File: src/rtl/dbus_stream_pkg.sv
// Shared constants for the data-bus stream responder: register offsets,
// STATUS/CONTROL bit positions and the default window base address.
package dbus_stream_pkg;

    localparam logic [31:0] DEFAULT_BASE_ADDR = 32'hFF20_0100;

    // Word offsets inside the 16-byte window (iAddress[3:2])
    localparam logic [1:0] OFS_TXDATA  = 2'd0;
    localparam logic [1:0] OFS_RXDATA  = 2'd1;
    localparam logic [1:0] OFS_STATUS  = 2'd2;
    localparam logic [1:0] OFS_CONTROL = 2'd3;

    // STATUS bit positions
    localparam int STS_TX_FULL   = 0;
    localparam int STS_TX_EMPTY  = 1;
    localparam int STS_RX_FULL   = 2;
    localparam int STS_RX_EMPTY  = 3;
    localparam int STS_TX_OVF    = 4;
    localparam int STS_RX_UNF    = 5;
    localparam int STS_TX_COUNT  = 8;
    localparam int STS_RX_COUNT  = 16;

    // CONTROL bit positions
    localparam int CTRL_TX_IRQ_EN = 0;
    localparam int CTRL_RX_IRQ_EN = 1;
    localparam int CTRL_FLUSH     = 2;

    // Occupancy as an 8-bit STATUS field. Only a 256-deep FIFO can reach
    // 256, which cannot be shown in 8 bits, so it saturates at 0xFF.
    function automatic logic [7:0] countField(input logic [8:0] count);
        return count[8] ? 8'hFF : count[7:0];
    endfunction

endpackage

File: src/rtl/stream_sync_fifo.sv
// Show-ahead synchronous FIFO: head word is visible whenever not empty.
// Push into a full FIFO only lands when a pop happens in the same cycle;
// flush empties it and overrides any same-cycle push or pop.
module stream_sync_fifo #(
    parameter  int WIDTH = 32,
    parameter  int DEPTH = 8,
    localparam int AW    = $clog2(DEPTH)
) (
    input  logic             iCLK,
    input  logic             iRST_N,
    input  logic             iPush,
    input  logic [WIDTH-1:0] iPushData,
    input  logic             iPop,
    input  logic             iFlush,
    output logic [WIDTH-1:0] oHead,
    output logic             oFull,
    output logic             oEmpty,
    output logic             oEmptyNext,
    output logic [AW:0]      oCount
);

    localparam logic [AW:0] FULL_COUNT = (AW + 1)'(DEPTH);

    logic [WIDTH-1:0] mem [DEPTH];
    logic [AW-1:0]    wrPtr;
    logic [AW-1:0]    rdPtr;
    logic [AW:0]      count;
    logic [AW:0]      countNext;
    logic             doPush;
    logic             doPop;

    assign oFull  = (count == FULL_COUNT);
    assign oEmpty = (count == '0);
    assign oCount = count;
    assign oHead  = mem[rdPtr];

    assign doPop  = iPop & ~oEmpty;
    assign doPush = iPush & (~oFull | doPop);

    // Occupancy after this edge; flush wins over everything else
    always_comb begin
        countNext = count;
        if (iFlush) begin
            countNext = '0;
        end else if (doPush && !doPop) begin
            countNext = count + 1'b1;
        end else if (doPop && !doPush) begin
            countNext = count - 1'b1;
        end
    end

    assign oEmptyNext = (countNext == '0);

    // Pointer and occupancy registers
    always_ff @(posedge iCLK or negedge iRST_N) begin
        if (!iRST_N) begin
            wrPtr <= '0;
            rdPtr <= '0;
            count <= '0;
        end else begin
            count <= countNext;
            if (iFlush) begin
                wrPtr <= '0;
                rdPtr <= '0;
            end else begin
                if (doPush) wrPtr <= wrPtr + 1'b1;
                if (doPop)  rdPtr <= rdPtr + 1'b1;
            end
        end
    end

    // Storage; when full with a same-cycle pop the write reuses the slot
    // being vacated, whose old contents were already presented on oHead
    always_ff @(posedge iCLK) begin
        if (doPush && !iFlush) mem[wrPtr] <= iPushData;
    end

endmodule

File: src/rtl/dbus_stream_responder.sv
// CPU data-bus responder bridging loads/stores to a TX and an RX word stream.
// Reads are answered combinationally in the same cycle; writes act on the
// clock edge. Holds address decode, CONTROL, sticky error flags and the IRQ.
module dbus_stream_responder
    import dbus_stream_pkg::*;
#(
    parameter  logic [31:0] BASE_ADDR = DEFAULT_BASE_ADDR,
    parameter  int          DEPTH     = 8,
    localparam int          AW        = $clog2(DEPTH)
) (
    input  logic        iCLK,
    input  logic        iRST_N,
    input  logic        iReadEnable,
    input  logic        iWriteEnable,
    input  logic [3:0]  iByteEnable,
    input  logic [31:0] iAddress,
    input  logic [31:0] iWriteData,
    output logic [31:0] oReadData,
    output logic        oHit,
    output logic [31:0] oTxData,
    output logic        oTxValid,
    input  logic        iTxReady,
    input  logic [31:0] iRxData,
    input  logic        iRxValid,
    output logic        oRxReady,
    output logic        oIRQ
);

    logic [1:0]  offset;
    logic        wrHit;
    logic        rdHit;
    logic        unusedAddrBits;

    logic        txPushReq;
    logic [31:0] txPushData;
    logic        txPop;
    logic        txFull;
    logic        txEmpty;
    logic        txEmptyNext;
    logic [AW:0] txCount;

    logic        rxReadReq;
    logic        rxPop;
    logic        rxPush;
    logic [31:0] rxHead;
    logic        rxFull;
    logic        rxEmpty;
    logic        rxEmptyNext;
    logic [AW:0] rxCount;

    logic        ctrlWr;
    logic        statusWr;
    logic        flush;

    logic        txOvf;
    logic        rxUnf;
    logic        txIrqEn;
    logic        rxIrqEn;
    logic        txOvfSet;
    logic        rxUnfSet;
    logic        txOvfNext;
    logic        rxUnfNext;
    logic        txIrqEnNext;
    logic        rxIrqEnNext;
    logic        irqNext;

    logic [31:0] statusWord;
    logic [31:0] readMux;

    assign offset         = iAddress[3:2];
    assign unusedAddrBits = ^iAddress[1:0];
    assign oHit           = (iAddress[31:4] == BASE_ADDR[31:4]);
    assign wrHit          = oHit & iWriteEnable;
    assign rdHit          = oHit & iReadEnable;

    assign txPushReq = wrHit & (offset == OFS_TXDATA) & (|iByteEnable);
    assign txPop     = iTxReady & ~txEmpty;
    assign txOvfSet  = txPushReq & txFull & ~txPop;

    assign rxReadReq = rdHit & (offset == OFS_RXDATA);
    assign rxPop     = rxReadReq & ~rxEmpty;
    assign rxUnfSet  = rxReadReq & rxEmpty;
    assign rxPush    = iRxValid & ~rxFull;

    assign ctrlWr   = wrHit & (offset == OFS_CONTROL) & iByteEnable[0];
    assign statusWr = wrHit & (offset == OFS_STATUS) & iByteEnable[0];
    assign flush    = ctrlWr & iWriteData[CTRL_FLUSH];

    // Disabled byte lanes are stored as zero
    always_comb begin
        txPushData = '0;
        for (int lane = 0; lane < 4; lane++) begin
            if (iByteEnable[lane]) txPushData[lane*8 +: 8] = iWriteData[lane*8 +: 8];
        end
    end

    stream_sync_fifo #(.WIDTH(32), .DEPTH(DEPTH)) uTxFifo (
        .iCLK       (iCLK),
        .iRST_N     (iRST_N),
        .iPush      (txPushReq),
        .iPushData  (txPushData),
        .iPop       (txPop),
        .iFlush     (flush),
        .oHead      (oTxData),
        .oFull      (txFull),
        .oEmpty     (txEmpty),
        .oEmptyNext (txEmptyNext),
        .oCount     (txCount)
    );

    stream_sync_fifo #(.WIDTH(32), .DEPTH(DEPTH)) uRxFifo (
        .iCLK       (iCLK),
        .iRST_N     (iRST_N),
        .iPush      (rxPush),
        .iPushData  (iRxData),
        .iPop       (rxPop),
        .iFlush     (flush),
        .oHead      (rxHead),
        .oFull      (rxFull),
        .oEmpty     (rxEmpty),
        .oEmptyNext (rxEmptyNext),
        .oCount     (rxCount)
    );

    assign oTxValid = ~txEmpty;
    assign oRxReady = ~rxFull;

    // Next values of sticky flags, enables and the interrupt request
    always_comb begin
        txOvfNext   = (txOvf & ~(statusWr & iWriteData[STS_TX_OVF])) | txOvfSet;
        rxUnfNext   = (rxUnf & ~(statusWr & iWriteData[STS_RX_UNF])) | rxUnfSet;
        txIrqEnNext = ctrlWr ? iWriteData[CTRL_TX_IRQ_EN] : txIrqEn;
        rxIrqEnNext = ctrlWr ? iWriteData[CTRL_RX_IRQ_EN] : rxIrqEn;
        irqNext     = (txIrqEnNext & txEmptyNext) | (rxIrqEnNext & ~rxEmptyNext)
                    | txOvfNext | rxUnfNext;
    end

    // CSR, sticky flag and IRQ registers
    always_ff @(posedge iCLK or negedge iRST_N) begin
        if (!iRST_N) begin
            txOvf   <= 1'b0;
            rxUnf   <= 1'b0;
            txIrqEn <= 1'b0;
            rxIrqEn <= 1'b0;
            oIRQ    <= 1'b0;
        end else begin
            txOvf   <= txOvfNext;
            rxUnf   <= rxUnfNext;
            txIrqEn <= txIrqEnNext;
            rxIrqEn <= rxIrqEnNext;
            oIRQ    <= irqNext;
        end
    end

    // STATUS word assembled from live FIFO state
    always_comb begin
        statusWord                          = '0;
        statusWord[STS_TX_FULL]             = txFull;
        statusWord[STS_TX_EMPTY]            = txEmpty;
        statusWord[STS_RX_FULL]             = rxFull;
        statusWord[STS_RX_EMPTY]            = rxEmpty;
        statusWord[STS_TX_OVF]              = txOvf;
        statusWord[STS_RX_UNF]              = rxUnf;
        statusWord[STS_TX_COUNT +: 8]       = countField(9'(txCount));
        statusWord[STS_RX_COUNT +: 8]       = countField(9'(rxCount));
    end

    // Same-cycle read data, forced to zero unless this window is read
    always_comb begin
        readMux = '0;
        unique case (offset)
            OFS_TXDATA:  readMux = '0;
            OFS_RXDATA:  readMux = rxEmpty ? '0 : rxHead;
            OFS_STATUS:  readMux = statusWord;
            OFS_CONTROL: begin
                readMux[CTRL_TX_IRQ_EN] = txIrqEn;
                readMux[CTRL_RX_IRQ_EN] = rxIrqEn;
            end
            default:     readMux = '0;
        endcase
        oReadData = rdHit ? readMux : '0;
    end

endmodule

File: config.mk
export PLATFORM = sky130hd
export DESIGN_NAME = dbus_stream_responder
export DESIGN_NICKNAME = d
export VERILOG_FILES = /design/src/rtl/dbus_stream_pkg.sv /design/src/rtl/stream_sync_fifo.sv /design/src/rtl/dbus_stream_responder.sv
export SDC_FILE = /design/constraint.sdc
export NUM_CORES = 1
export LEC_CHECK = 0
export BUFFER_PORTS_ARGS = -buffer_cell sky130_fd_sc_hd__buf_2
export CORE_MARGIN = 10
export CORE_UTILIZATION = 40
export CTS_BUF_LIST = sky130_fd_sc_hd__clkbuf_2
export CTS_CLUSTER_DIAMETER = 100
export DETAILED_ROUTE_END_ITERATION = 6
export GPL_TIMING_DRIVEN = 0
export MAX_ROUTING_LAYER = met4
export SYNTH_ARGS = -nofsm -noshare
export SYNTH_HDL_FRONTEND = slang
export SYNTH_SLANG_ARGS = --single-unit
File: constraint.sdc
create_clock -name iCLK -period 4.01 [get_ports iCLK]
set_input_delay 0 -clock iCLK [delete_from_list [all_inputs] [get_ports iCLK]]
set_output_delay 0 -clock iCLK [all_outputs]
set_load 0.02 [all_outputs]
Yosys cells after proc, flatten, opt, wreduce, memory -nomap -nowiden
Memory sizes are Yosys's and may differ from the RTL's.
Index checks and enable logic that the tools add are counted.
{"block": "word_totals", "register_bits": 25, "ram_bits": 512, "output_inout_bits": 68, "elab_cells": 117, "n_memories": 2}
{"block": "op_classes", "n_addsub": 8, "eq_ne": 6, "muxes": 28, "bitwise": 41, "reduce_logical": 21}
{"memory": "uRxFifo.mem", "depth": 8, "width": 32, "read_ports": 1, "rd_ports_with_merged_regs": 0, "wr": 1, "line_no": "stream_sync_fifo.sv:24", "rtl": "logic [WIDTH-1:0] mem [DEPTH];"}
{"memory": "uTxFifo.mem", "depth": 8, "width": 32, "read_ports": 1, "rd_ports_with_merged_regs": 0, "wr": 1, "line_no": "stream_sync_fifo.sv:24"}
{"op": "2-to-1 mux 32 bit", "n": 2}
{"op": "one-hot mux 30 bit (2 select lines)", "n": 1}
{"op": "2-to-1 mux 8 bit", "n": 4}
{"op": "equality test 28 bit, second input constant", "n": 1}
{"op": "AND 1 bit", "n": 26}
{"op": "2-to-1 mux 3 bit", "n": 8}
{"op": "2-to-1 mux 4 bit", "n": 6}
{"op": "zero test 4 bit", "n": 4}
{"op": "adder 3 x 1 -> 3 bit, second input constant", "n": 4}
{"op": "adder 4 x 1 -> 4 bit, second input constant", "n": 2}
{"op": "equality test 4 bit, second input constant", "n": 2}
{"op": "NOT 1 bit", "n": 8}
{"op": "one-hot mux 2 bit (4 select lines)", "n": 1}
{"op": "nonzero test 2 bit", "n": 4}
{"op": "subtractor 4 x 1 -> 4 bit, second input constant", "n": 2}
{"op": "bitwise OR 1 bit", "n": 7}
{"op": "logical AND 1 bit", "n": 6}
{"op": "2-to-1 mux 1 bit", "n": 6}
{"op": "zero test 1 bit", "n": 5}
{"op": "equality test 2 bit, second input constant", "n": 2}
{"op": "OR reduction 4 bit", "n": 1}
{"op": "equality test 2 x 1 -> 1 bit, second input constant", "n": 1}
{"op": "zero test 2 bit", "n": 1}

Logic depth before layout (Yosys ltp)
Gate-level depths: netlist of the first run.
{"block": "logic_depth", "ltp_word": 18, "depth_mapped": 11}

By module
A second synthesis of the first run with hierarchy kept.
{"block": "hier_totals", "hier_cells": 1033, "hier_area_um2": 21513.1}
{"module": "stream_sync_fifo (uTxFifo)", "instances": 1, "cells_per_inst": 446, "area_each_um2": 10249.8, "seq_area_each_um2": 7937.6}
{"module": "stream_sync_fifo (uRxFifo)", "instances": 1, "cells_per_inst": 446, "area_each_um2": 10247.3, "seq_area_each_um2": 7937.6}
{"module": "dbus_stream_responder", "instances": 1, "cells_per_inst": 141, "area_each_um2": 1016.0, "seq_area_each_um2": 125.1}

Worst setup path after synthesis of the first run
Ideal clock, no wire load.
{"block": "synth_timing", "path_type": "in2reg", "from": "input port iAddress[7]", "to": "memory uTxFifo.mem[0][0], enable pin", "arrival_ns": 3.852, "required_ns": 3.549, "path_slack_ns": -0.303, "cell_stages": 7, "n_path_buf": 1, "cell_sequence": "or4b_4 > nor3_4 > and3_1 > clkbuf_1 > nand2_1 > or3_1 > nor3_1"}
{"block": "synth_between", "elab_chain_cells": 9, "word_cells_on_any_way": 12, "classes_between": "eq/ne: 1; mux: 2; bitwise: 7; reduce/logical: 2"}
{"element": "from (decl)", "line_no": "dbus_stream_responder.sv:16", "rtl": "input logic [31:0] iAddress,"}
{"element": "equality test 28 bit (*)", "line_no": "dbus_stream_responder.sv:72", "rtl": "assign oHit = (iAddress[31:4] == BASE_ADDR[31:4]);"}
{"element": "AND 1 bit (*)", "line_no": "dbus_stream_responder.sv:73", "rtl": "assign wrHit = oHit & iWriteEnable;"}
{"element": "AND 1 bit (2 in series)", "line_no": "dbus_stream_responder.sv:85", "rtl": "assign ctrlWr = wrHit & (offset == OFS_CONTROL) & iByteEnable[0];"}
{"element": "AND 1 bit", "line_no": "dbus_stream_responder.sv:87", "rtl": "assign flush = ctrlWr & iWriteData[CTRL_FLUSH];"}
{"element": "zero test 1 bit", "line_no": "stream_sync_fifo.sv:75", "rtl": "if (doPush && !iFlush) mem[wrPtr] <= iPushData;"}
{"element": "logical AND 1 bit (*)", "line_no": "stream_sync_fifo.sv:75"}
{"element": "2-to-1 mux 1 bit (*)", "line_no": "stream_sync_fifo.sv:75"}
{"element": "2-to-1 mux 1 bit (implied by the code) (*)", "line_no": "stream_sync_fifo.sv:75"}
{"element": "to (decl)", "line_no": "stream_sync_fifo.sv:24"}
Mark *: on every way between the ends. The rest lies on a longest branch, timed or not.

Worst setup path after layout of the first run
{"block": "layout_timing", "from": "input port iAddress[23]", "to": "register oIRQ"}
{"block": "layout_between", "word_cells_on_any_way": 50, "classes_between": "eq/ne: 1; mux: 8; bitwise: 32; reduce/logical: 9"}
{"element": "equality test 28 bit (*)", "line_no": "dbus_stream_responder.sv:72"}
{"element": "AND 1 bit (*)", "line_no": "dbus_stream_responder.sv:73"}
{"element": "AND 1 bit (2 in series)", "line_no": "dbus_stream_responder.sv:76", "rtl": "assign txPushReq = wrHit & (offset == OFS_TXDATA) & (|iByteEnable);"}
{"element": "AND 1 bit", "line_no": "stream_sync_fifo.sv:38", "rtl": "assign doPush = iPush & (~oFull | doPop);"}
{"element": "zero test 1 bit", "line_no": "stream_sync_fifo.sv:47", "rtl": "end else if (doPop && !doPush) begin"}
{"element": "logical AND 1 bit", "line_no": "stream_sync_fifo.sv:47"}
{"element": "2-to-1 mux 4 bit", "line_no": "stream_sync_fifo.sv:47"}
{"element": "2-to-1 mux 4 bit", "line_no": "stream_sync_fifo.sv:45", "rtl": "end else if (doPush && !doPop) begin"}
{"element": "2-to-1 mux 4 bit (*)", "line_no": "stream_sync_fifo.sv:43", "rtl": "if (iFlush) begin"}
{"element": "net uTxFifo.countNext[3]", "line_no": "stream_sync_fifo.sv:28", "rtl": "logic [AW:0] countNext;"}
{"element": "zero test 4 bit (*)", "line_no": "stream_sync_fifo.sv:52", "rtl": "assign oEmptyNext = (countNext == '0);"}
{"element": "AND 1 bit (*)", "line_no": "dbus_stream_responder.sv:134", "rtl": "irqNext = (txIrqEnNext & txEmptyNext) | (rxIrqEnNext & ~rxEmptyNext)"}
{"element": "bitwise OR 1 bit (*)", "line_no": "dbus_stream_responder.sv:134"}
{"element": "bitwise OR 1 bit (*) (2 in series)", "line_no": "dbus_stream_responder.sv:135", "rtl": "| txOvfNext | rxUnfNext;"}
{"element": "net irqNext", "line_no": "dbus_stream_responder.sv:65", "rtl": "logic irqNext;"}
{"element": "to (signal assigned)", "line_no": "dbus_stream_responder.sv:151", "rtl": "oIRQ <= irqNext;"}
{"element": "to (decl)", "line_no": "dbus_stream_responder.sv:26", "rtl": "output logic oIRQ"}
Mark *: on every way through the listed nets, which the timed path passes. The rest lies on a longest branch.
A chain may end at the register's enable or synchronous reset.

==> results of run 1 <==
## placed cells by master, fill, tap and decap left out, drive strengths merged, types with 11 or more instances in the layout
| master | instances |
|---|---|
| nand2 | 28 |
| buf | 208 |
| and2 | 37 |
| nor2 | 70 |
| diode | 11 |
| inv | 12 |
| dfrtp | 25 |
| clkinv | 26 |
| edfxtp | 512 |
| mux2 | 36 |
| a21oi | 17 |
| dlygate4sd3 | 200 |
| ha | 13 |
| mux2i | 39 |
| clkbuf | 234 |
| mux4 | 128 |
| nor3 | 11 |
## layout make-up
class,count,area share
antenna,11,0.00101
tap,688,0.0317
clock buffer,204,0.0375
clock inverter,35,0.00856
inverter,10,0.00138
sequential,537,0.588
multi-input combinational,463,0.197
timing repair buffer,398,0.124
buffer,50,0.00989
## timing repair
action                                 4_1_cts  5_1_grt
pin swaps                                    0        3
hold buffers                               203        0
setup buffers                                0        4
endpoints found under the hold margin      803        0
cloned                                       0        0
setup endpoints to repair                   61       22
gates resized for setup                     22        7
## routing by layer
layer,track usage,vias to the layer above,part of all wire
li1,-,5510,-
met1,0.222,6345,0.42
met2,0.277,441,0.48
met3,0.0575,77,0.090
met4,0.0606,0,0.017
met5,-,-,0
## kinds of logic after synthesis
group,after synthesis,synth area share
AOI/OAI and AO/OA,30,0.00904
xor gates and xnor gates,9,0.00368
adders and majority gates,14,0.00805
buffers and inverters,60,0.0111
DFF,537,0.746
muxes,203,0.171
and+or+nand+nor,207,0.0506
## sequential cells by signal, indices dropped and copies added, names as in the netlist
signal / count
uRxFifo.wrPtr: 3
oIRQ: 1
uTxFifo.mem: 256
rxUnf: 1
uRxFifo.mem: 256
rxIrqEn: 1
txOvf: 1
txIrqEn: 1
uTxFifo.rdPtr: 3
uRxFifo.oCount: 4
uRxFifo.rdPtr: 3
uTxFifo.wrPtr: 3
uTxFifo.oCount: 4
## metrics by stage
| stage | power [W] | area (sq um) | TNS [ns] | worst slack (ns) |
|---|---|---|---|---|
| finish | 0.0116 | 27200 | 0 | 0.115 |
| global route | 0.0122 | 27200 | 0 | 0.0146 |
| global placement | 0.00764 | 23200 | -560.94 | -1.45 |
| detailed placement | 0.00782 | 23700 | 0 | 0.325 |
| floorplan | 0.00727 | 21500 | 0 | 0.554 |
| CTS | 0.0117 | 27100 | 0 | 0.0124 |
## worst max-delay path, delay by kind of cell
kind	cells	cell delay, ns
buf+inv	7	3.69
simple gates	3	0.98
compound gates	2	0.41
## power groups by stage
stage	logic (W)	clock network [W]	registers, W
6_report	0.00117	0.00372	0.00670
2_1_floorplan	0.000479	0	0.00679
4_1_cts	0.00118	0.00385	0.00670
3_3_place_gp	0.000798	0	0.00684
5_1_grt	0.00127	0.00417	0.00674
3_5_place_dp	0.000985	0	0.00683
## final timing paths
path,start,depth (start not counted),slack [ns],end
max,iAddress[23],12,0.12,oIRQ$_DFF_PN0_
min,iAddress[9],8,0.17,uRxFifo.rdPtr[0]$_DFFE_PN0P_
max reg2reg,uRxFifo.oCount[0]$_DFF_PN0_,11,0.54,oIRQ$_DFF_PN0_
min reg2reg,uTxFifo.wrPtr[0]$_DFFE_PN0P_,2,0.62,uTxFifo.wrPtr[0]$_DFFE_PN0P_
max in group asynchronous,iRST_N,5,3.40,uRxFifo.rdPtr[0]$_DFFE_PN0P_
min in group asynchronous,iRST_N,5,0.36,uRxFifo.oCount[0]$_DFF_PN0_
==> out/qor.csv, run 1 <==
metric,value,unit
CTS clock-pin slew for the worst setup and hold paths,0.10,ns
number of maximum-capacitance violations,0,
unrepaired setup endpoints after global routing,no,
result of the run,finished clean,
tightest slew margin relative to the limit,0.310,
class of the most critical setup path,in2reg,
port buffer count,171,
Mapped Nets,1179,
first-pass detailed-route iteration total,5,
via count,12400,
worst min-delay path class,in2reg,
core area,52900,sq um
Clock Sink Count,537,
combinational cell fraction of total power,0.101,
prevailing post-synth register cell,edfxtp_1,
residual overflow from global routing,0,
total area of multi-input combinational cells,5370,sq um
Post-Route Hold Slack,0.174,ns
maximum cell stage delay along the critical path,0.68,ns
sequential cell area,16000,sq um
vertical die dimension,252,um
cell repeated most along the worst path,dlygate4sd3_1,
distinct cell type count after synthesis,50,
"Min Clock Period, post-route",3.89,ns
final routed wirelength across all metal layers,54300,um
effective utilization at floorplan,0.406,
Slew Limit Fails,0,
Finished Core Util,0.514,
Worst EP arrival,5.09,ns
top cell type by total area after synthesis,edfxtp_1,
sequential share of power,0.578,
share of synthesized registers carrying an async set or reset,0.0466,
"top cells by count, synth","512 x edfxtp_1, 128 x mux4_2, 70 x nor2_1, 39 x mux2i_1, 37 x and2_1",
first-pass GRT wire length,81900,um
number of cells after detailed placement,1939,
post-route non-filler standard cell count,2396,
number of rows created at floorplan,84,
total of endpoints with negative setup slack in the final report,0,
type of origin of the critical path,primary input,
final worst-path cycle share,0.971,
highest fanout seen on the critical path,4,
drt via density,5.16,
clock skew after layout,0.103,ns
number of CTS-inserted buffers,138,
top cells by area in the synthesized netlist,"edfxtp_1 72%, mux4_2 13%, dfrtp_1 2.9%",
synthesis-to-layout area growth,26.8,%
DRC violation total after the first TritonRoute iteration,836,
synthesized instance count,1060,
fraction of post-synthesis cell area in the top cell type by area,0.717,
achievable clock frequency,257,MHz
number of inserted filler cells in the final layout,4345,
cell with the biggest individual delay on the critical path,dlygate4sd3_1,
number of endpoints with negative hold slack in the final report,0,
P_sw,0.00295,W
Clk pwr share,0.321,
Setup crit end kind,flop,
transition time of the tightest slew-check pin,1.03,ns
deepest clock path buffer count,3,
width of the chip,252,um
clock latency on the worst-skew pair,1.26,ns
post-detailed-route wirelength per cell,22.7,um
Yosys warning total,0,
maximum resistive drop on vdd,0.256,mV
count of nets after finishing,1717,
die outline area,63300,sq um
half-perimeter wire length after placement,34000,um
I/O pin total,174,
Placer Congestion,0.772,
pin count of the biggest net entering global routing,26,
ANT nets after route,0,
total power per unit cell area,426,nW/um^2
flip-flop and latch count after synthesis,537,
average cell area after synthesis,20.2,sq um
share of post-route cells with drive strength above 1,0.366,
count of flip-flops with a built-in enable after synthesis,512,
top-count cell post-synth,edfxtp_1,
number of antenna violations at the first check in global routing,11,
via count of the first global-routing pass,13500,
sequential area share after synthesis,0.746,
Post-Synthesis Cell Area,21400,sq um
switching portion of total power,0.255,
crit-path cells,dlygate4sd3_1 -> buf_2 -> dlygate4sd3_1 -> or4_4 -> dlygate4sd3_1 -> nor4_1 -> dlygate4sd3_1 -> dlygate4sd3_1 -> a211o_1 -> nand2_1 -> o311ai_1 -> dlygate4sd3_1,
clock root cell,clkbuf_2,
Tot GR Track Use,0.180,
number of remaining DRC errors,0,
htree depth,4,
static leakage,9.29,nW
Internal Pwr Total,0.00864,W
data required time at the worst endpoint,5.21,ns
TritonCTS clock tree,yes,
No activity file was read; power rests on OpenSTA's default activity.
==> run 2: changes to the inputs <==
--- a/config.mk
+++ b/config.mk
@@ -6,13 +6,17 @@
 export NUM_CORES = 1
 export LEC_CHECK = 0
 export BUFFER_PORTS_ARGS = -buffer_cell sky130_fd_sc_hd__buf_2
+export CELL_PAD_IN_SITES_DETAIL_PLACEMENT = 0
+export CELL_PAD_IN_SITES_GLOBAL_PLACEMENT = 1
 export CORE_MARGIN = 10
-export CORE_UTILIZATION = 40
+export CORE_UTILIZATION = 30
 export CTS_BUF_LIST = sky130_fd_sc_hd__clkbuf_2
 export CTS_CLUSTER_DIAMETER = 100
 export DETAILED_ROUTE_END_ITERATION = 6
 export GPL_TIMING_DRIVEN = 0
 export MAX_ROUTING_LAYER = met4
+export PLACE_DENSITY_LB_ADDON = 0.1
 export SYNTH_ARGS = -nofsm -noshare
 export SYNTH_HDL_FRONTEND = slang
+export SYNTH_HIERARCHICAL = 1
 export SYNTH_SLANG_ARGS = --single-unit
==> out/qor.csv, run 2 <==
metric,value,unit
result of the run,finished clean,
width of the chip,288,um
synthesized instance count,1033,
Register-to-Register Path Depth,15,
top cell type by total area after synthesis,edfxtp_1,
Setup crit end kind,flop,
Yosys warning total,6,
number of antenna violations at the first check in global routing,6,
maximum cell stage delay along the critical path,0.59,ns
top cells by area in the synthesized netlist,"edfxtp_1 71%, mux4_2 13%, mux2_2 3.5%",
achievable clock frequency,262,MHz
clock root cell,clkbuf_2,
Finished Core Util,0.389,
number of rows created at floorplan,98,
highest-count cells in the layout ignoring fill and taps,"512 x edfxtp_1, 244 x clkbuf_2, 182 x dlygate4sd3_1, 182 x buf_2, 128 x mux4_2",
residual overflow from global routing,0,
die outline area,82800,sq um
clock skew after layout,0.0697,ns
class of the most critical setup path,in2reg,
deepest clock path buffer count,3,
number of remaining DRC errors,0,
number of endpoints with negative hold slack in the final report,0,
average cell area after synthesis,20.8,sq um
Mapped Nets,1152,
setup slack of the most critical reg-to-reg path,0.25,ns
top-count cell post-synth,edfxtp_1,
Placer Congestion,0.713,
cell repeated most along the worst path,dlygate4sd3_1,
vertical die dimension,288,um
data required time at the worst endpoint,4.96,ns
TritonCTS clock tree,yes,
post-detailed-route wirelength per cell,21.5,um
total power per unit cell area,517,nW/um^2
number of maximum-capacitance violations,0,
final worst-path cycle share,0.951,
transition time of the tightest slew-check pin,1.13,ns
registers with the most flip-flops,"uRxFifo/mem x256, uTxFifo/mem x256",
via count of the first global-routing pass,13200,
Tot GR Track Use,0.144,
post-detailed-placement cell area,24200,sq um
via count,12000,
unrepaired setup endpoints after global routing,no,
reg2reg start,uRxFifo/oCount[0]$_DFF_PN0_,
half-perimeter wire length after placement,35500,um
highest fanout seen on the critical path,12,
CTS clock-pin slew for the worst setup and hold paths,0.07,ns
first-pass detailed-route iteration total,5,
type of origin of the critical path,primary input,
effective utilization at floorplan,0.302,
Post-Route Hold Slack,0.152,ns
static leakage,9.51,nW
largest delay contributor family on the critical path,buffers and inverters,
count of flip-flops with a built-in enable after synthesis,512,
prevailing post-synth register cell,edfxtp_1,
total of endpoints with negative setup slack in the final report,0,
number of CTS-inserted buffers,150,
ANT nets after route,0,
htree depth,4,
port buffer count,171,
reg-to-reg critical path endpoint,oIRQ$_DFF_PN0_,
I/O pin total,174,
count of nets after finishing,1696,
first-pass GRT wire length,84600,um
instance count along the most critical hold path,9,
most frequent standard cell in the layout excluding fill and tap cells,edfxtp_1,
"top cells by count, synth","512 x edfxtp_1, 128 x mux4_2, 66 x mux2_2, 51 x and2_1, 44 x nor2_1",
flip-flop and latch count after synthesis,537,
core area,71200,sq um
cell with the biggest individual delay on the critical path,dlygate4sd3_1,
synthesis-to-layout area growth,28.7,%
share of post-route cells with drive strength above 1,0.429,
hold endpoint,uTxFifo/wrPtr[0]$_DFFE_PN0P_,
distinct cell type count after synthesis,49,
tightest slew margin relative to the limit,0.244,
CP Buf/Inv Count,8,
maximum resistive drop on vdd,0.198,mV
Slew Limit Fails,0,
final routed wirelength across all metal layers,56900,um
clock latency on the worst-skew pair,1.26,ns
pin count of the biggest net entering global routing,26,
Worst EP arrival,4.76,ns
final cell area excluding filler cells,27700,sq um
drt via density,4.55,
crit-path cells,dlygate4sd3_1 -> buf_2 -> dlygate4sd3_1 -> nand3_1 -> dlygate4sd3_1 -> or4_1 -> dlygate4sd3_1 -> nor2_2 -> clkbuf_1 -> nor2_1 -> nand2_1 -> nor2_4 -> buf_16 -> buf_16,
setup TNS after final layout,0,ns
share of synthesized registers carrying an async set or reset,0.0466,
launch instance of the worst min-delay path,iAddress[6],
Clock Sink Count,537,
sequential area share after synthesis,0.744,
Post-Synthesis Cell Area,21500,sq um
DRC violation total after the first TritonRoute iteration,669,
"Min Clock Period, post-route",3.81,ns
worst min-delay path class,in2reg,
fraction of post-synthesis cell area in the top cell type by area,0.715,
## run 2: cell count changes in the layout (fill, tap and decap cells not counted), moves of 8 or more
cell and change:
nand2_1 -16, nor2_1 -27, buf_4 +8, mux2i_1 -37, clkdlybuf4s15_2 -8, a22oi_1 +14
clkbuf_1 -8, clkinv_1 -9, and2_1 +14, dlygate4sd3_1 -18, a21oi_1 -13, clkbuf_2 +35
mux2_2 +30
## run 2: worst reg2reg max path, stage by stage, from the launching register on
cell           delay (ns)
dfrtp_2              0.47
inv_1                0.10
ha_1                 0.23
nand2b_2             0.11
or2b_4               0.29
inv_4                0.11
nor2b_4              0.07
and3_2               0.31
a211oi_4             0.27
dlygate4sd3_1        0.58
o21a_1               0.12
nor3_1               0.06
nor4_2               0.24
inv_1                0.10
a221o_1              0.30
a211o_1              0.27
## run 2: final cells by class
| cell class | instances | area [sq um] |
|---|---|---|
| clock inverter | 29 | 218 |
| inverter | 19 | 75.1 |
| buffer | 45 | 230 |
| sequential | 537 | 16000 |
| multi-input combinational | 432 | 5390 |
| clock buffer | 235 | 1180 |
| antenna | 7 | 17.5 |
| fill | 6686 | 43600 |
| timing repair buffer | 392 | 3390 |
| tap | 950 | 1190 |
## run 2: how the worst max path moves through the flow
stage                           startpoint                      endpoint  slack (ns)  cells after the start
6_report                      iWriteEnable   uRxFifo/mem[5][0]$_DFFE_PP_        0.20                     14
3_5_place_dp   uRxFifo/oCount[0]$_DFF_PN0_  uRxFifo/mem[1][27]$_DFFE_PP_       -0.17                     12
3_3_place_gp   uRxFifo/oCount[0]$_DFF_PN0_  uRxFifo/mem[6][12]$_DFFE_PP_       -2.58                     10
2_1_floorplan  uRxFifo/oCount[0]$_DFF_PN0_   uRxFifo/mem[2][0]$_DFFE_PP_        0.01                     10
5_1_grt        uRxFifo/oCount[0]$_DFF_PN0_                oIRQ$_DFF_PN0_        0.01                     15
4_1_cts                       iAddress[15]   uRxFifo/mem[4][0]$_DFFE_PP_       0.001                     14
## run 2: cells by family after synthesis
logic type | synth area share
simple gates | 0.0474
compound gates | 0.0147
xor+xnor | 0.00326
fa+ha+maj | 0.00756
flops | 0.744
buf+inv | 0.0124
mux | 0.171
## run 2: what timing repair did
action | CTS | global route
setup buffers | 3 | 11
pin swaps | 2 | 5
endpoints found under the hold margin | 857 | 0
setup endpoints to repair | 172 | 149
hold buffers | 184 | 0
gates resized for setup | 18 | 9
## run 2: stage by stage
step                      std cells  worst slack [ns]  power [W]
after CTS                      2628           0.00138     0.0147
after global placement         2154             -2.58     0.0102
after floorplan                1033            0.0105    0.00904
after global routing           2644           0.00987     0.0152
after detailed placement       2177            -0.167     0.0104
final                          2646             0.196     0.0143
## run 2: report_power, final
group / switching (W) / internal [W]
sequential: 0.000185 / 0.00661
combinational: 0.00192 / 0.00161
clock: 0.00224 / 0.00174
total: 0.00435 / 0.00996
## run 2: per-layer routing
metal / track usage / vias to the layer above / wire (um)
li1: - / 5449 / -
met1: 0.181 / 6194 / 25600
met2: 0.223 / 313 / 27400
met3: 0.0378 / 90 / 2940
met4: 0.0471 / 0 / 958
met5: - / - / 0
==> run 3: changes to the inputs <==
--- a/config.mk
+++ b/config.mk
@@ -16,6 +16,7 @@
 export GPL_TIMING_DRIVEN = 0
 export MAX_ROUTING_LAYER = met4
 export PLACE_DENSITY_LB_ADDON = 0.1
+export SETUP_SLACK_MARGIN = 0.3
 export SYNTH_ARGS = -nofsm -noshare
 export SYNTH_HDL_FRONTEND = slang
 export SYNTH_HIERARCHICAL = 1
==> out/qor.csv, run 3 (synthesized netlist as in run 2, its figures left out) <==
metric,value,unit
Tot GR Track Use,0.148,
unrepaired setup endpoints after global routing,yes,
final worst-path cycle share,0.908,
achievable clock frequency,275,MHz
residual overflow from global routing,0,
number of antenna violations at the first check in global routing,5,
total of endpoints with negative setup slack in the final report,0,
post-detailed-route wirelength per cell,22.2,um
DRC violation total after the first TritonRoute iteration,702,
half-perimeter wire length after placement,35800,um
core area,71200,sq um
deepest clock path buffer count,3,
class of the most critical setup path,in2reg,
worst min-delay path class,in2reg,
registers with the most flip-flops,"uRxFifo/mem x256, uTxFifo/mem x256",
highest-count cells in the layout ignoring fill and taps,"512 x edfxtp_1, 237 x clkbuf_2, 186 x dlygate4sd3_1, 172 x buf_2, 128 x mux4_2",
most frequent standard cell in the layout excluding fill and tap cells,edfxtp_1,
"Min Clock Period, post-route",3.64,ns
count of nets after finishing,1701,
final routed wirelength across all metal layers,58600,um
port buffer count,171,
crit-path cells,dlygate4sd3_1 -> buf_2 -> dlygate4sd3_1 -> nand3_1 -> dlygate4sd3_1 -> or4_1 -> nor2_1 -> dlygate4sd3_1 -> clkbuf_2 -> nor2_1 -> nand2_1 -> nor2_4 -> buf_16,
vertical die dimension,288,um
clock root cell,clkbuf_2,
Worst EP arrival,4.59,ns
setup TNS after final layout,0,ns
drt via density,4.58,
maximum cell stage delay along the critical path,0.84,ns
data required time at the worst endpoint,4.96,ns
synthesis-to-layout area growth,29.4,%
Slew Limit Fails,0,
minimum setup slack after placement,-0.259,ns
first-pass GRT wire length,86800,um
clock latency on the worst-skew pair,1.24,ns
I/O pin total,174,
final worst slack,0.367,ns
number of CTS-inserted buffers,149,
result of the run,finished clean,
effective utilization at floorplan,0.302,
ANT nets after route,0,
number of endpoints with negative hold slack in the final report,0,
cell repeated most along the worst path,dlygate4sd3_1,
highest fanout seen on the critical path,18,
type of origin of the critical path,primary input,
maximum resistive drop on vdd,0.264,mV
cell with the biggest individual delay on the critical path,dlygate4sd3_1,
number of maximum-capacitance violations,0,
TritonCTS clock tree,yes,
first-pass detailed-route iteration total,5,
width of the chip,288,um
total power per unit cell area,517,nW/um^2
via count of the first global-routing pass,13300,
pin count of the biggest net entering global routing,26,
static leakage,9.56,nW
transition time of the tightest slew-check pin,0.962,ns
number of remaining DRC errors,0,
Placer Congestion,0.733,
Clock Sink Count,537,
tightest slew margin relative to the limit,0.358,
htree depth,4,
die outline area,82800,sq um
Setup crit end kind,flop,
via count,12100,
share of post-route cells with drive strength above 1,0.432,
number of rows created at floorplan,98,
CTS clock-pin slew for the worst setup and hold paths,0.10,ns
clock skew after layout,0.0749,ns
## run 3: worst max-delay path: cells and delay by family
| family | cells | cell delay (ns) |
|---|---|---|
| AND/OR/NAND/NOR | 6 | 1.28 |
| buffers and inverters | 7 | 3.30 |
## run 3: power breakdown
| group | internal [W] | switching (W) |
|---|---|---|
| Sequential | 0.00662 | 0.000174 |
| Clock | 0.00186 | 0.00225 |
| Combinational | 0.00158 | 0.00192 |
| Total | 0.0101 | 0.00434 |
## run 3: through the flow
step            util  instances  power, W  cell area (sq um)  hold slack, ns
2_1_floorplan      -       1033   0.00905              21600          -0.296
3_3_place_gp   0.331       2154    0.0102              23600          0.0968
3_5_place_dp   0.339       2174    0.0103              24100          0.0867
4_1_cts        0.388       2628    0.0147              27700         0.00140
5_1_grt        0.391       2642    0.0153              27800          0.0999
6_report       0.391       2642    0.0144              27800           0.243
## run 3: final cells by class
type / instances / area (sq um)
Buffer: 45 / 300
Timing Repair Buffer: 396 / 3400
Fill cell: 6712 / 43400
Clock inverter: 33 / 305
Antenna cell: 5 / 12.5
Tap cell: 950 / 1190
Sequential cell: 537 / 16000
Inverter: 19 / 75.1
Multi-Input combinational cell: 434 / 5430
Clock buffer: 223 / 1120
## run 3: path summary, 6_finish.rpt
kind / slack (ns) / startpoint / end / cells after the start
max in group asynchronous: 3.37 / iRST_N / uRxFifo/oCount[1]$_DFF_PN0_ / 5
setup / recovery: 0.37 / iByteEnable[0] / uRxFifo/mem[3][4]$_DFFE_PP_ / 13
min in group asynchronous: 0.41 / iRST_N / uTxFifo/wrPtr[1]$_DFFE_PN0P_ / 5
hold / removal: 0.24 / iRxData[18] / uRxFifo/mem[0][18]$_DFFE_PP_ / 3
setup reg to reg: 0.50 / uRxFifo/oCount[0]$_DFF_PN0_ / oIRQ$_DFF_PN0_ / 14
hold reg to reg: 0.61 / uRxFifo/wrPtr[0]$_DFFE_PN0P_ / uRxFifo/wrPtr[0]$_DFFE_PN0P_ / 2
## run 3: what timing repair did
| action | CTS | global route |
|---|---|---|
| endpoints found under the setup margin | 506 | 408 |
| gates resized for setup | 43 | 30 |
| buffers inserted | 9 | 9 |
| endpoints found under the hold margin | 742 | 0 |
| pin swaps | 8 | 4 |
| hold buffers | 187 | 0 |
| gates cloned | 2 | 0 |
## run 3: layer usage
metal	wire length, um	GRT usage	part of all wire
met3	3470	0.0393	0.059
met1	25200	0.179	0.43
met2	28900	0.236	0.49
met4	1070	0.0509	0.018
met5	0	-	0
